$ cat src/rtl/uart_tx_param.sv
// uart_tx_param: parametrised UART transmitter with a one-deep holding register.
//
// Frame: start bit (0), DATA_BITS data bits (LSB or MSB first), optional
// parity bit (odd/even), STOP_BITS stop bits (1). Each bit lasts CLKS_PER_BIT
// clocks. When a word is already held at the end of the last stop bit, the
// next start bit follows immediately, so back-to-back frames have no idle gap.
//
// Ports:
//   clk          system clock
//   rst          asynchronous active-high reset
//   tx_data      word to transmit (DATA_BITS wide)
//   tx_valid     tx_data valid
//   tx_ready     holding register empty; accept = tx_valid && tx_ready at posedge
//   tx_out       serial line, idle high (registered)
//   busy         high while the transmitter is not idle (registered)
//   done         one-cycle pulse during the final cycle of the last stop bit
//   parity_en_o  constant, high when a parity bit is sent
//
// state  | meaning
// IDLE   | line high, waiting for a held word
// START  | sending the start bit (0)
// DATA   | sending data bits from the shifter
// PARITY | sending the parity bit
// STOP   | sending stop bit(s) (1)

module uart_tx_param #(
    parameter int DATA_BITS    = 8,
    parameter int PARITY_MODE  = 0,
    parameter int STOP_BITS    = 1,
    parameter int CLKS_PER_BIT = 16,
    parameter int LSB_FIRST    = 1
) (
    input  logic                 clk,
    input  logic                 rst,
    input  logic [DATA_BITS-1:0] tx_data,
    input  logic                 tx_valid,
    output logic                 tx_ready,
    output logic                 tx_out,
    output logic                 busy,
    output logic                 done,
    output logic                 parity_en_o
);

    localparam int TW = (CLKS_PER_BIT > 2) ? $clog2(CLKS_PER_BIT) : 1;
    localparam logic [TW-1:0] T_RELOAD = TW'(CLKS_PER_BIT - 1);

    if (DATA_BITS < 5 || DATA_BITS > 9) begin : g_bad_data_bits
        $error("uart_tx_param: DATA_BITS must be 5..9");
    end
    if (PARITY_MODE < 0 || PARITY_MODE > 2) begin : g_bad_parity
        $error("uart_tx_param: PARITY_MODE must be 0, 1 or 2");
    end
    if (STOP_BITS < 1 || STOP_BITS > 2) begin : g_bad_stop
        $error("uart_tx_param: STOP_BITS must be 1 or 2");
    end
    if (CLKS_PER_BIT < 2) begin : g_bad_cpb
        $error("uart_tx_param: CLKS_PER_BIT must be >= 2");
    end

    typedef enum logic [2:0] {
        S_IDLE   = 3'd0,
        S_START  = 3'd1,
        S_DATA   = 3'd2,
        S_PARITY = 3'd3,
        S_STOP   = 3'd4
    } state_t;

    state_t               state, state_nxt;
    logic [TW-1:0]        timer, timer_nxt;
    logic [3:0]           bit_cnt, bit_cnt_nxt;
    logic [DATA_BITS-1:0] shifter, shifter_nxt;
    logic                 par_bit, par_nxt;
    logic [DATA_BITS-1:0] hold;
    logic                 hold_full, hold_full_nxt;
    logic                 tx_out_nxt, done_nxt;
    logic                 expired, load, shift, accept;

    assign parity_en_o = (PARITY_MODE != 0);
    assign expired     = (timer == '0);
    assign accept      = tx_valid && !hold_full;

    always_comb begin
        state_nxt   = state;
        timer_nxt   = expired ? '0 : timer - 1'b1;
        bit_cnt_nxt = bit_cnt;
        load        = 1'b0;
        shift       = 1'b0;
        case (state)
            S_IDLE: begin
                if (hold_full) begin
                    state_nxt = S_START;
                    load      = 1'b1;
                    timer_nxt = T_RELOAD;
                end
            end
            S_START: begin
                if (expired) begin
                    state_nxt   = S_DATA;
                    bit_cnt_nxt = '0;
                    timer_nxt   = T_RELOAD;
                end
            end
            S_DATA: begin
                if (expired) begin
                    shift     = 1'b1;
                    timer_nxt = T_RELOAD;
                    if (bit_cnt == 4'(DATA_BITS - 1)) begin
                        state_nxt   = (PARITY_MODE != 0) ? S_PARITY : S_STOP;
                        bit_cnt_nxt = '0;
                    end else begin
                        bit_cnt_nxt = bit_cnt + 1'b1;
                    end
                end
            end
            S_PARITY: begin
                if (expired) begin
                    state_nxt   = S_STOP;
                    bit_cnt_nxt = '0;
                    timer_nxt   = T_RELOAD;
                end
            end
            S_STOP: begin
                if (expired) begin
                    if (bit_cnt == 4'(STOP_BITS - 1)) begin
                        if (hold_full) begin
                            state_nxt = S_START;
                            load      = 1'b1;
                            timer_nxt = T_RELOAD;
                        end else begin
                            state_nxt = S_IDLE;
                        end
                        bit_cnt_nxt = '0;
                    end else begin
                        bit_cnt_nxt = bit_cnt + 1'b1;
                        timer_nxt   = T_RELOAD;
                    end
                end
            end
            default: begin
                state_nxt   = S_IDLE;
                timer_nxt   = '0;
                bit_cnt_nxt = '0;
            end
        endcase
    end

    // Shifter, parity and the registered line value are all derived from the
    // next state so that tx_out changes on the same edge as the state.
    always_comb begin
        shifter_nxt = shifter;
        par_nxt     = par_bit;
        if (load) begin
            shifter_nxt = hold;
            par_nxt     = (^hold) ^ (PARITY_MODE == 1);
        end else if (shift) begin
            if (LSB_FIRST != 0) shifter_nxt = {1'b0, shifter[DATA_BITS-1:1]};
            else                shifter_nxt = {shifter[DATA_BITS-2:0], 1'b0};
        end

        hold_full_nxt = hold_full;
        if (load)   hold_full_nxt = 1'b0;
        if (accept) hold_full_nxt = 1'b1;

        case (state_nxt)
            S_START:  tx_out_nxt = 1'b0;
            S_DATA:   tx_out_nxt = (LSB_FIRST != 0) ? shifter_nxt[0] : shifter_nxt[DATA_BITS-1];
            S_PARITY: tx_out_nxt = par_nxt;
            default:  tx_out_nxt = 1'b1;
        endcase

        // High during the final clock of the last stop bit.
        done_nxt = (state_nxt == S_STOP) && (timer_nxt == '0) &&
                   (bit_cnt_nxt == 4'(STOP_BITS - 1));
    end

    always_ff @(posedge clk or posedge rst) begin
        if (rst) begin
            state     <= S_IDLE;
            timer     <= '0;
            bit_cnt   <= '0;
            shifter   <= '0;
            par_bit   <= 1'b0;
            hold      <= '0;
            hold_full <= 1'b0;
            tx_ready  <= 1'b1;
            tx_out    <= 1'b1;
            busy      <= 1'b0;
            done      <= 1'b0;
        end else begin
            state     <= state_nxt;
            timer     <= timer_nxt;
            bit_cnt   <= bit_cnt_nxt;
            shifter   <= shifter_nxt;
            par_bit   <= par_nxt;
            if (accept) hold <= tx_data;
            hold_full <= hold_full_nxt;
            tx_ready  <= !hold_full_nxt;
            tx_out    <= tx_out_nxt;
            busy      <= (state_nxt != S_IDLE);
            done      <= done_nxt;
        end
    end

endmodule

$ cat config.mk
export PLATFORM = sky130hd
export DESIGN_NAME = uart_tx_param
export DESIGN_NICKNAME = d
export VERILOG_FILES = /design/src/rtl/uart_tx_param.sv
export SDC_FILE = /design/constraint.sdc
export NUM_CORES = 1
export LEC_CHECK = 0
export CAP_MARGIN = 25
export CORE_ASPECT_RATIO = 0.8
export CORE_MARGIN = 1.5
export CORE_UTILIZATION = 40
export CTS_CLUSTER_SIZE = 14
export DETAILED_ROUTE_END_ITERATION = 12
export PLACE_DENSITY_LB_ADDON = 0.2
export SLEW_MARGIN = 40
export SYNTH_ARGS = -nofsm -noshare
export SYNTH_HDL_FRONTEND = slang
export SYNTH_SLANG_ARGS = --single-unit
$ cat constraint.sdc
create_clock -name clk -period 2.1 [get_ports clk]
set_input_delay 0.42 -clock clk [delete_from_list [all_inputs] [get_ports clk]]
set_output_delay 0.42 -clock clk [all_outputs]
set_load 0.01 [all_outputs]
==> flow_metrics.tcl, run 1 <==
set metrics [dict create \
    grt_max_degree 34 \
    crit_chain "inv_2 > ha_4 > nor3b_4 > buf_4 > and2_4 > mux2_4 > mux2_4 > o31a_1" \
    swShare_pct 37.01 \
    route.detailed.drc 0 \
    drtIter0Drc 146 \
    layout.cells.non_filler 258 \
    syn_to_final_growth_pct 22.06 \
    clock-skew-final_ps 7.120 \
    ios 16 \
    min_period_over_period_pct 96.42 \
    cp-end-kind "register" \
    htree_levels 2 \
    rsz0062_at_grt "no" \
    avgSynthCellArea_sq_um 10.21 \
    final_cell_mix "dfrtp_1, buf_4, clkdlybuf4s50_1, o21ai_0, nand2_1" \
    synth_edf_count 0 \
    drv_slew 0 \
    crit_arrival_ps 2240 \
    r2r-start "timer[0]$_DFF_PP0_" \
    seqPwrFrac_pct 36.2 \
    hold_class "register to register" \
    fin_util_pct 51.55 \
    cts_buffers 5 \
    timing.fmax_mhz 493.9 \
    hold_viol 0 \
    min_from "shifter[4]$_DFFE_PP0P_" \
    hold_buffers 0 \
    core_area_sq_um 4230 \
    cts_sinks 33 \
    track_usage_pct 16.79 \
    synth-seq-cells 33 \
    p_int_w 0.002035 \
    routabilityCongestion 0.7657 \
    power.leakage_nw 0.9658 \
    ant_nets 0 \
    dieWidth_um 77.72 \
    crit_path_frequent_cell "mux2_4" \
    die-area_sq_um 4879 \
    clk_pin_slew_ps 70 \
    required_ps 2320 \
    clockPowerShare_pct 16.3 \
    worstHoldPathCells 1 \
    num_vias 1415 \
    min_to "shifter[4]$_DFFE_PP0P_" \
    drt-pass1-iter-count 4 \
    status "finished, final reports clean" \
    cts_tree "yes" \
    nets 215 \
    comb_power_share_pct 47.6 \
    yosysSeqAreaShare_pct 46.36 \
    numPlacedInstances 250 \
    overflow 0 \
    synthesis.nets 190 \
    drive_above_1_share_pct 22.89 \
    wl_per_cell_um 14.60 \
    setup_violations 0 \
    cpMaxStageDelayCell "dfrtp_1" \
    synth-async-reset-ratio_pct 100.0 \
    via_per_inst 5.484 \
    grt_pass1_vias 1361 \
    antennaDiodeCount 0 \
    startpoint_type "register" \
    nFillCells 394 \
    crit_fanout 3 \
    numPortBuffers 14 \
    synth.cell_area_sq_um 1787 \
    reg2regPathDepth 8 \
    dpl-instance-area_sq_um 2051 \
    critical_path_class "register to register" \
    initial_core_util_pct 42.24 \
    power.density_nw_per_um2 1481 \
    die_h_um 62.78 \
    max_stage_delay_ps 400 \
    cap_violations 0 \
    clk_latency_ps 280 \
    synth_cell_type_count 47 \
    r2r-end "tx_out$_DFF_PP1_" \
    cts-root-buf "clkbuf_8" \
    dpl.hpwl_um 2700 \
    switchingPower_w 0.001195 \
    setup_tns_ps 0 \
    postSynthCellCount 175 \
    period_needed_ps 2025 \
    ir_drop_mv 0.5946 \
    core.rowCount 21 \
    max-clock-path-buffers 2 \
    grt_first_pass_wirelength_um 6348 \
    final_common_cell "dfrtp_1" \
    rrSetupSlack_ps 80 \
    yosysWarnings 0 \
    antenna_found_initial 0 \
    design_area_sq_um 2181 \
    synth_flop_cell "dfrtp_1" \
    wl_um 3766 \
]
-- through the flow --
step,power [W],worst slack (ps),hold WS [ps]
2_1_floorplan,0.002217,18.97,449.4
3_3_place_gp,0.002593,-6.833,460.8
3_5_place_dp,0.002644,-72.65,470.5
4_1_cts,0.003180,30.67,486.3
5_1_grt,0.003462,10.72,507.1
6_report,0.003230,75.18,487.6
-- power groups by stage --
stage / Sequential, W / Combinational, W / Clock [W]
detailed placement: 0.00116 / 0.00149 / 0
CTS: 0.00115 / 0.00150 / 0.000534
finish: 0.00117 / 0.00154 / 0.000526
floorplan: 0.00110 / 0.00111 / 0
global placement: 0.00114 / 0.00145 / 0
global route: 0.00120 / 0.00170 / 0.000563
-- per-layer routing --
layer	wire length, um	share of wire [%]	global-route usage [%]	vias up
li1	-	-	-	676
met1	1844	49	24.19	690
met2	1655	44	24.24	44
met3	218	5.8	3.650	5
met4	48	1.3	7.045	0
met5	0	0	0	-
-- worst max-delay path: cells and delay by family, from the launching register on --
family                     cells  cell delay [ps]
adders and majority gates      1              140
DFF                            1              400
and+or+nand+nor                2              340
buffers and inverters          2              240
muxes                          2              570
AOI/OAI and AO/OA              1              280
-- cell families after synthesis --
group           after synthesis  share of synthesized area, %
flops                        33                         46.36
buf+inv                      22                         5.882
fa+ha+maj                     4                         2.801
xor+xnor                      9                         4.412
simple gates                 46                         14.50
compound gates               50                         19.12
mux                          10                         6.723
other cells                   1                        0.2099
-- worst max-delay path by stage --
stage                                   from  slack [ps]               end
after floorplan           timer[0]$_DFF_PP0_          20  tx_out$_DFF_PP1_
after detailed placement  timer[0]$_DFF_PP0_         -70  tx_out$_DFF_PP1_
after global placement    timer[0]$_DFF_PP0_          -7  tx_out$_DFF_PP1_
after CTS                 timer[0]$_DFF_PP0_          30  tx_out$_DFF_PP1_
after global routing      timer[0]$_DFF_PP0_          10  tx_out$_DFF_PP1_
final                     timer[0]$_DFF_PP0_          80  tx_out$_DFF_PP1_
-- registers in the layout, indices dropped and copies added, names as in the netlist --
name       flops
hold_full      1
tx_ready       1
timer          4
par_bit        1
shifter        8
bit_cnt        4
done           1
state          3
hold           8
tx_out         1
busy           1
-- what timing repair did --
action                     4_1_cts  5_1_grt
gates cloned                     0        0
pin swaps                        0        1
setup endpoints to repair        2        3
buffers inserted                 0        0
gates resized for setup          1        8
-- Yosys cell counts (2+ instances only) --
| master | n | area share (%) |
|---|---|---|
| a21oi_1 | 10 | 2.8 |
| mux2_2 | 8 | 5.0 |
| dfrtp_1 | 31 | 43 |
| ha_1 | 4 | 2.8 |
| a22o_1 | 7 | 3.4 |
| mux2_4 | 2 | 1.7 |
| a221oi_1 | 2 | 0.98 |
| nor3b_1 | 2 | 0.84 |
| nand2b_1 | 4 | 1.4 |
| nor2_1 | 8 | 1.7 |
| xor2_1 | 2 | 0.98 |
| a31oi_1 | 2 | 0.70 |
| or3b_1 | 2 | 0.98 |
| nand2_1 | 11 | 2.3 |
| inv_1 | 10 | 2.1 |
| a22oi_1 | 2 | 0.84 |
| xnor2_1 | 7 | 3.4 |
| buf_2 | 3 | 0.84 |
| nor4_1 | 2 | 0.70 |
| o21ai_0 | 11 | 3.1 |
| buf_6 | 2 | 1.3 |
| nand3_1 | 7 | 2.0 |
| a21o_1 | 7 | 2.9 |
| dfstp_2 | 2 | 2.9 |
| clkbuf_1 | 5 | 1.1 |
-- cell type report --
class	instances	area [sq um]	area share [%]
timing repair buffer	30	260.3	11.93
inverter	10	37.54	1.721
sequential	33	828.3	37.98
tap	57	71.32	3.270
clock inverter	1	5.005	0.2295
multi-input combinational	120	882.1	40.45
clock buffer	7	96.34	4.418
(Power assumes the default switching activity.)
==> run 2, diff against run 1 <==
--- a/config.mk
+++ b/config.mk
@@ -12,6 +12,7 @@
 export CTS_CLUSTER_SIZE = 14
 export DETAILED_ROUTE_END_ITERATION = 12
 export PLACE_DENSITY_LB_ADDON = 0.2
+export SKIP_CTS_REPAIR_TIMING = 1
 export SLEW_MARGIN = 40
 export SYNTH_ARGS = -nofsm -noshare
 export SYNTH_HDL_FRONTEND = slang
==> flow_metrics.tcl, run 2 (same netlist as run 1, synthesis figures left out) <==
set metrics [dict create \
    status "finished, final reports clean" \
    syn_to_final_growth_pct 20.87 \
    crit_arrival_ps 2290 \
    dieWidth_um 77.72 \
    power.density_nw_per_um2 1476 \
    crit_chain "inv_1 > ha_1 > nor3b_2 > buf_4 > and2_4 > mux2_4 > mux2_4 > o31a_1" \
    cts_tree "yes" \
    rsz0062_at_grt "yes" \
    top_regs "hold (8), shifter (8)" \
    max-clock-path-buffers 2 \
    die_h_um 62.78 \
    power.leakage_nw 0.9616 \
    hold_viol 0 \
    cts_sinks 33 \
    hold_class "register to register" \
    drv_slew 0 \
    timing.fmax_mhz 482.6 \
    initial_core_util_pct 42.24 \
    final_cell_mix "dfrtp_1, buf_4, clkdlybuf4s50_1, o21ai_0, nand2_1" \
    holdWs_ps 488.4 \
    drtIter0Drc 154 \
    min_period_over_period_pct 98.67 \
    critical_path_buf_inv_count 2 \
    worstHoldPathCells 1 \
    required_ps 2320 \
    ant_nets 0 \
    grt_pass1_vias 1362 \
    critical_path_class "register to register" \
    nets 215 \
    antennaDiodeCount 0 \
    cts_buffers 5 \
    crit_path_frequent_cell "mux2_4" \
    clk_latency_ps 280 \
    grt_use_met2_pct 24.24 \
    htree_levels 2 \
    die-area_sq_um 4879 \
    min_from "shifter[4]$_DFFE_PP0P_" \
    layout.cells.non_filler 258 \
    drt-pass1-iter-count 4 \
    antenna_found_initial 0 \
    core.rowCount 21 \
    numPortBuffers 14 \
    core_area_sq_um 4230 \
    crit_fanout 3 \
    grt_max_degree 34 \
    cap_violations 0 \
    routabilityCongestion 0.7657 \
    path_delay_family "multiplexers" \
    cts-root-buf "clkbuf_8" \
    cp-end-kind "register" \
    overflow 0 \
    reg2regPathDepth 8 \
    grt_first_pass_wirelength_um 6361 \
    clk_pin_slew_ps 70 \
    rrSetupSlack_ps 30 \
    wl_um 3703 \
    track_usage_pct 16.82 \
    fin_util_pct 51.05 \
    setup_violations 0 \
    drive_above_1_share_pct 20.90 \
    max_stage_delay_ps 380 \
    period_needed_ps 2072 \
    clock-skew-final_ps 7.018 \
    r2r-end "tx_out$_DFF_PP1_" \
    dpl.hpwl_um 2700 \
    cpMaxStageDelayCell "dfrtp_1" \
    ios 16 \
    route.detailed.drc 0 \
    busiest_layer "met1" \
    met3_usage_pct 3.650 \
    via_per_inst 5.438 \
    wl_per_cell_um 14.35 \
    numPlacedInstances 250 \
    min_to "shifter[4]$_DFFE_PP0P_" \
    final_common_cell "dfrtp_1" \
    p_total_w 0.003187 \
    startpoint_type "register" \
    met1_usage_pct 24.28 \
    num_vias 1403 \
    ir_drop_mv 0.5917 \
    r2r-start "timer[0]$_DFF_PP0_" \
]
run 2: cell counts in the layout (fill, tap and decap cells not counted):
No cell type changed its count.
run 2: layer usage:
metal,vias up,part of all wire [%]
li1,671,-
met1,685,50
met2,42,43
met3,5,5.6
met4,0,1.3
met5,-,0
run 2: power breakdown:
group | internal [W] | total, W | switching, W | leakage [nW]
Sequential | 0.000926 | 0.00116 | 0.000230 | 0.398
Clock | 0.000296 | 0.000525 | 0.000229 | 0.0542
Combinational | 0.000793 | 0.00151 | 0.000713 | 0.509
Total | 0.00201 | 0.00319 | 0.00117 | 0.962
run 2: layout make-up:
cell class / instances / area [sq um]
clock buffer: 7 / 96.34
multi-input combinational: 120 / 860.8
sequential: 33 / 828.3
timing repair buffer: 30 / 260.3
tap: 57 / 71.32
clock inverter: 1 / 5.005
inverter: 10 / 37.54
fill: 391 / 2071
run 2: worst max path at each step:
stage                  endpoint  depth (start not counted)                from
4_1_cts        tx_out$_DFF_PP1_                          8  timer[0]$_DFF_PP0_
3_5_place_dp   tx_out$_DFF_PP1_                          8  timer[0]$_DFF_PP0_
2_1_floorplan  tx_out$_DFF_PP1_                          8  timer[0]$_DFF_PP0_
6_report       tx_out$_DFF_PP1_                          8  timer[0]$_DFF_PP0_
3_3_place_gp   tx_out$_DFF_PP1_                          8  timer[0]$_DFF_PP0_
5_1_grt          busy$_DFF_PP0_                          6  timer[0]$_DFF_PP0_
run 2: stage by stage:
step           setup TNS, ps  area, sq um  worst slack (ps)
6_report                   0         2160             27.86
4_1_cts               -84.85         2152            -84.84
3_3_place_gp          -6.833         2051            -6.833
2_1_floorplan              0         1787             18.97
3_5_place_dp          -72.65         2051            -72.65
5_1_grt               -84.04         2160            -44.02
==> variant (flow settings as in run 2) <==
Set the parameter `CLKS_PER_BIT` to 8 (it was 16).
--- a/src/rtl/uart_tx_param.sv
+++ b/src/rtl/uart_tx_param.sv
@@ -29,3 +29,3 @@
     parameter int STOP_BITS    = 1,
-    parameter int CLKS_PER_BIT = 16,
+    parameter int CLKS_PER_BIT = 8,
     parameter int LSB_FIRST    = 1
Formal check against the unedited RTL: same outputs for any inputs over 10 cycles, from zero or initial values and one cycle with rst high; that may be too few to reach the edited logic, so the function may still have changed.
==> variant against run 2 <==
Synthesized area down 6.5%; the flow now finishes with violations (setup timing); largest power group unchanged; clock power is 14% lower; routed wire length decreased by 8.4%; die area down 6.2%; power fell by 0.56%; highest routed layer unchanged; final area down 5.0%; sequential cell count is 1 lower; non-clock buffer count fell by 1; worst setup slack worse by 0.12 ns.
==> variant: results (changes against run 2) <==
CP max FO -> 4 (was 3)
Top Registers -> hold: 8 flops, shifter: 8 flops, bit_cnt: 4 flops (was hold: 8 flops, shifter: 8 flops)
worst hold path class -> flop to flop (unchanged)
Final setup viols -> 1 (was 0)
Setup TNS -> -0.0933 ns (was 0 ns)
Hold Path End -> shifter[5] (was shifter[4])
synth warn -> 0 (unchanged)
gpl congestion -> 0.824 (was 0.766)
Final #Nets -> 204 (was 215)
WL per Instance -> 13.7 µm (was 14.4 µm)
status -> finished with violations (was completed)
Mapped Nets -> 176 (was 190)
Reg clk slew, reported paths -> 0.07 ns (about the same)
post-place instance area -> 1940 µm² (was 2050 µm²)
CP arrival -> 2.38 ns (was 2.29 ns)
worst hold start -> shifter[5] (was shifter[4])
Cell variety after synth -> 49 (was 47)
total track usage -> 0.168 (about the same)
R2R Path Start -> bit_cnt[1] (was timer[0])
Worst VDD drop -> 610 µV (was 592 µV)
largest net degree at the start of global routing -> 33 (was 34)
root buf cell -> clkbuf_8 (unchanged)
setup ws final -> -0.0933 ns (was 0.0279 ns)
ys async rst share -> 1.00 (unchanged)
Synth top cells by count -> dfrtp_1, nand2_1, mux2_2, nor2_1, o21ai_0 (was dfrtp_1, nand2_1, o21ai_0, a21oi_1, inv_1)
sequential area share after synthesis -> 0.481 (was 0.464)
top area cells in the synthesized netlist -> dfrtp_1, mux2_2, nand2_1, a22oi_1, dfstp_2 (was dfrtp_1, mux2_2, a22o_1, xnor2_1, o21ai_0)
CTS H-tree depth -> 2 (unchanged)
WHS Path Cells -> 2 (was 1)
number of buffers created by CTS -> 5 (unchanged)
Post-Route Hold Slack -> 0.480 ns (was 0.488 ns)
Clock Tree Buf Depth -> 2 (unchanged)
Iteration-0 DRC Markers -> 128 (was 154)
hpwl dp -> 2480 µm (was 2700 µm)
P_leak -> 0.000865 µW (was 0.000962 µW)
Vias -> 1292 (was 1403)
failing checks -> setup timing
first-pass GRT wire length -> 5640 µm (was 6360 µm)
reg2reg end -> done (was tx_out)
switching share of power -> 0.394 (was 0.368)
ratio of cells with drive above 1 in the final layout -> 0.250 (was 0.209)
clk_skew -> 0.00858 ns (was 0.00702 ns)
[variant: cell types whose count changed in the layout (fill, tap and decap cells not counted), moves of 3 or more]
cell | run 2 | this run
nand3_1 | 7 | 2
a22o_1 | 7 | 1
nand2_1 | 11 | 22
nor3_1 | 1 | 5
a21o_1 | 7 | 1
a22oi_1 | 2 | 7
inv_1 | 9 | 6
a21oi_1 | 10 | 7
o21ai_0 | 11 | 7
[variant: power groups by stage]
| stage | clock [µW] | sequential [µW] | combinational, µW |
|---|---|---|---|
| after floorplan | 0 | 1080 | 1150 |
| after global placement | 0 | 1110 | 1510 |
| after detailed placement | 0 | 1120 | 1550 |
| after CTS | 464 | 1110 | 1560 |
| after global routing | 494 | 1150 | 1770 |
| final | 450 | 1110 | 1610 |
[variant: per-layer routing]
metal  share of wire  global-route usage  up-vias
li1                -                   -      629
met1            0.50               0.236      628
met2            0.44               0.252       30
met3           0.046              0.0449        5
met4           0.014              0.0612        0
met5               0                   0        -
[variant: cell families (layout without fill, tap and decap cells)]
group,after synthesis,after routing,share of synthesized area
and+or+nand+nor,59,59,0.194
AOI/OAI and AO/OA,36,36,0.152
DFF,32,32,0.481
buffers and inverters,15,44,0.0472
muxes,10,10,0.0667
xor gates and xnor gates,8,8,0.0419
adders and majority gates,2,2,0.0150
other,1,1,0.00225
[variant: final cells by class]
| class | instances | area [µm²] |
|---|---|---|
| clock buffer | 7 | 76.3 |
| clock inverter | 1 | 5.00 |
| fill | 361 | 1850 |
| inverter | 7 | 26.3 |
| multi-input combinational | 116 | 815 |
| sequential | 32 | 803 |
| tap | 55 | 68.8 |
| timing repair buffer | 29 | 256 |
[variant: worst max-delay path by stage]
stage | slack, ns | to | from | cells past startpoint
2_1_floorplan | 0.02 | done | bit_cnt[0] | 8
3_3_place_gp | 0.003 | done | bit_cnt[1] | 8
3_5_place_dp | -0.10 | done | bit_cnt[1] | 8
4_1_cts | -0.11 | done | bit_cnt[1] | 8
5_1_grt | -0.17 | done | bit_cnt[1] | 8
6_report | -0.09 | done | bit_cnt[1] | 8
[variant: stage by stage]
| stage | total power (µW) | util | std cells | setup WS (ns) |
|---|---|---|---|---|
| after CTS | 3140 | 0.518 | 247 | -0.110 |
| after global placement | 2620 | 0.497 | 239 | 0.00302 |
| after global routing | 3410 | 0.525 | 247 | -0.172 |
| after floorplan | 2230 | - | 163 | 0.0168 |
| final | 3170 | 0.525 | 247 | -0.0933 |
| after detailed placement | 2680 | 0.497 | 239 | -0.101 |
[variant: worst max-delay path: stages (launching register included)]
cell	delay [ns]
dfrtp_1	0.39
inv_2	0.06
ha_1	0.12
or3b_4	0.39
and2_4	0.16
o21ai_0	0.21
nand2_1	0.11
or4b_4	0.54
nor4_4	0.14
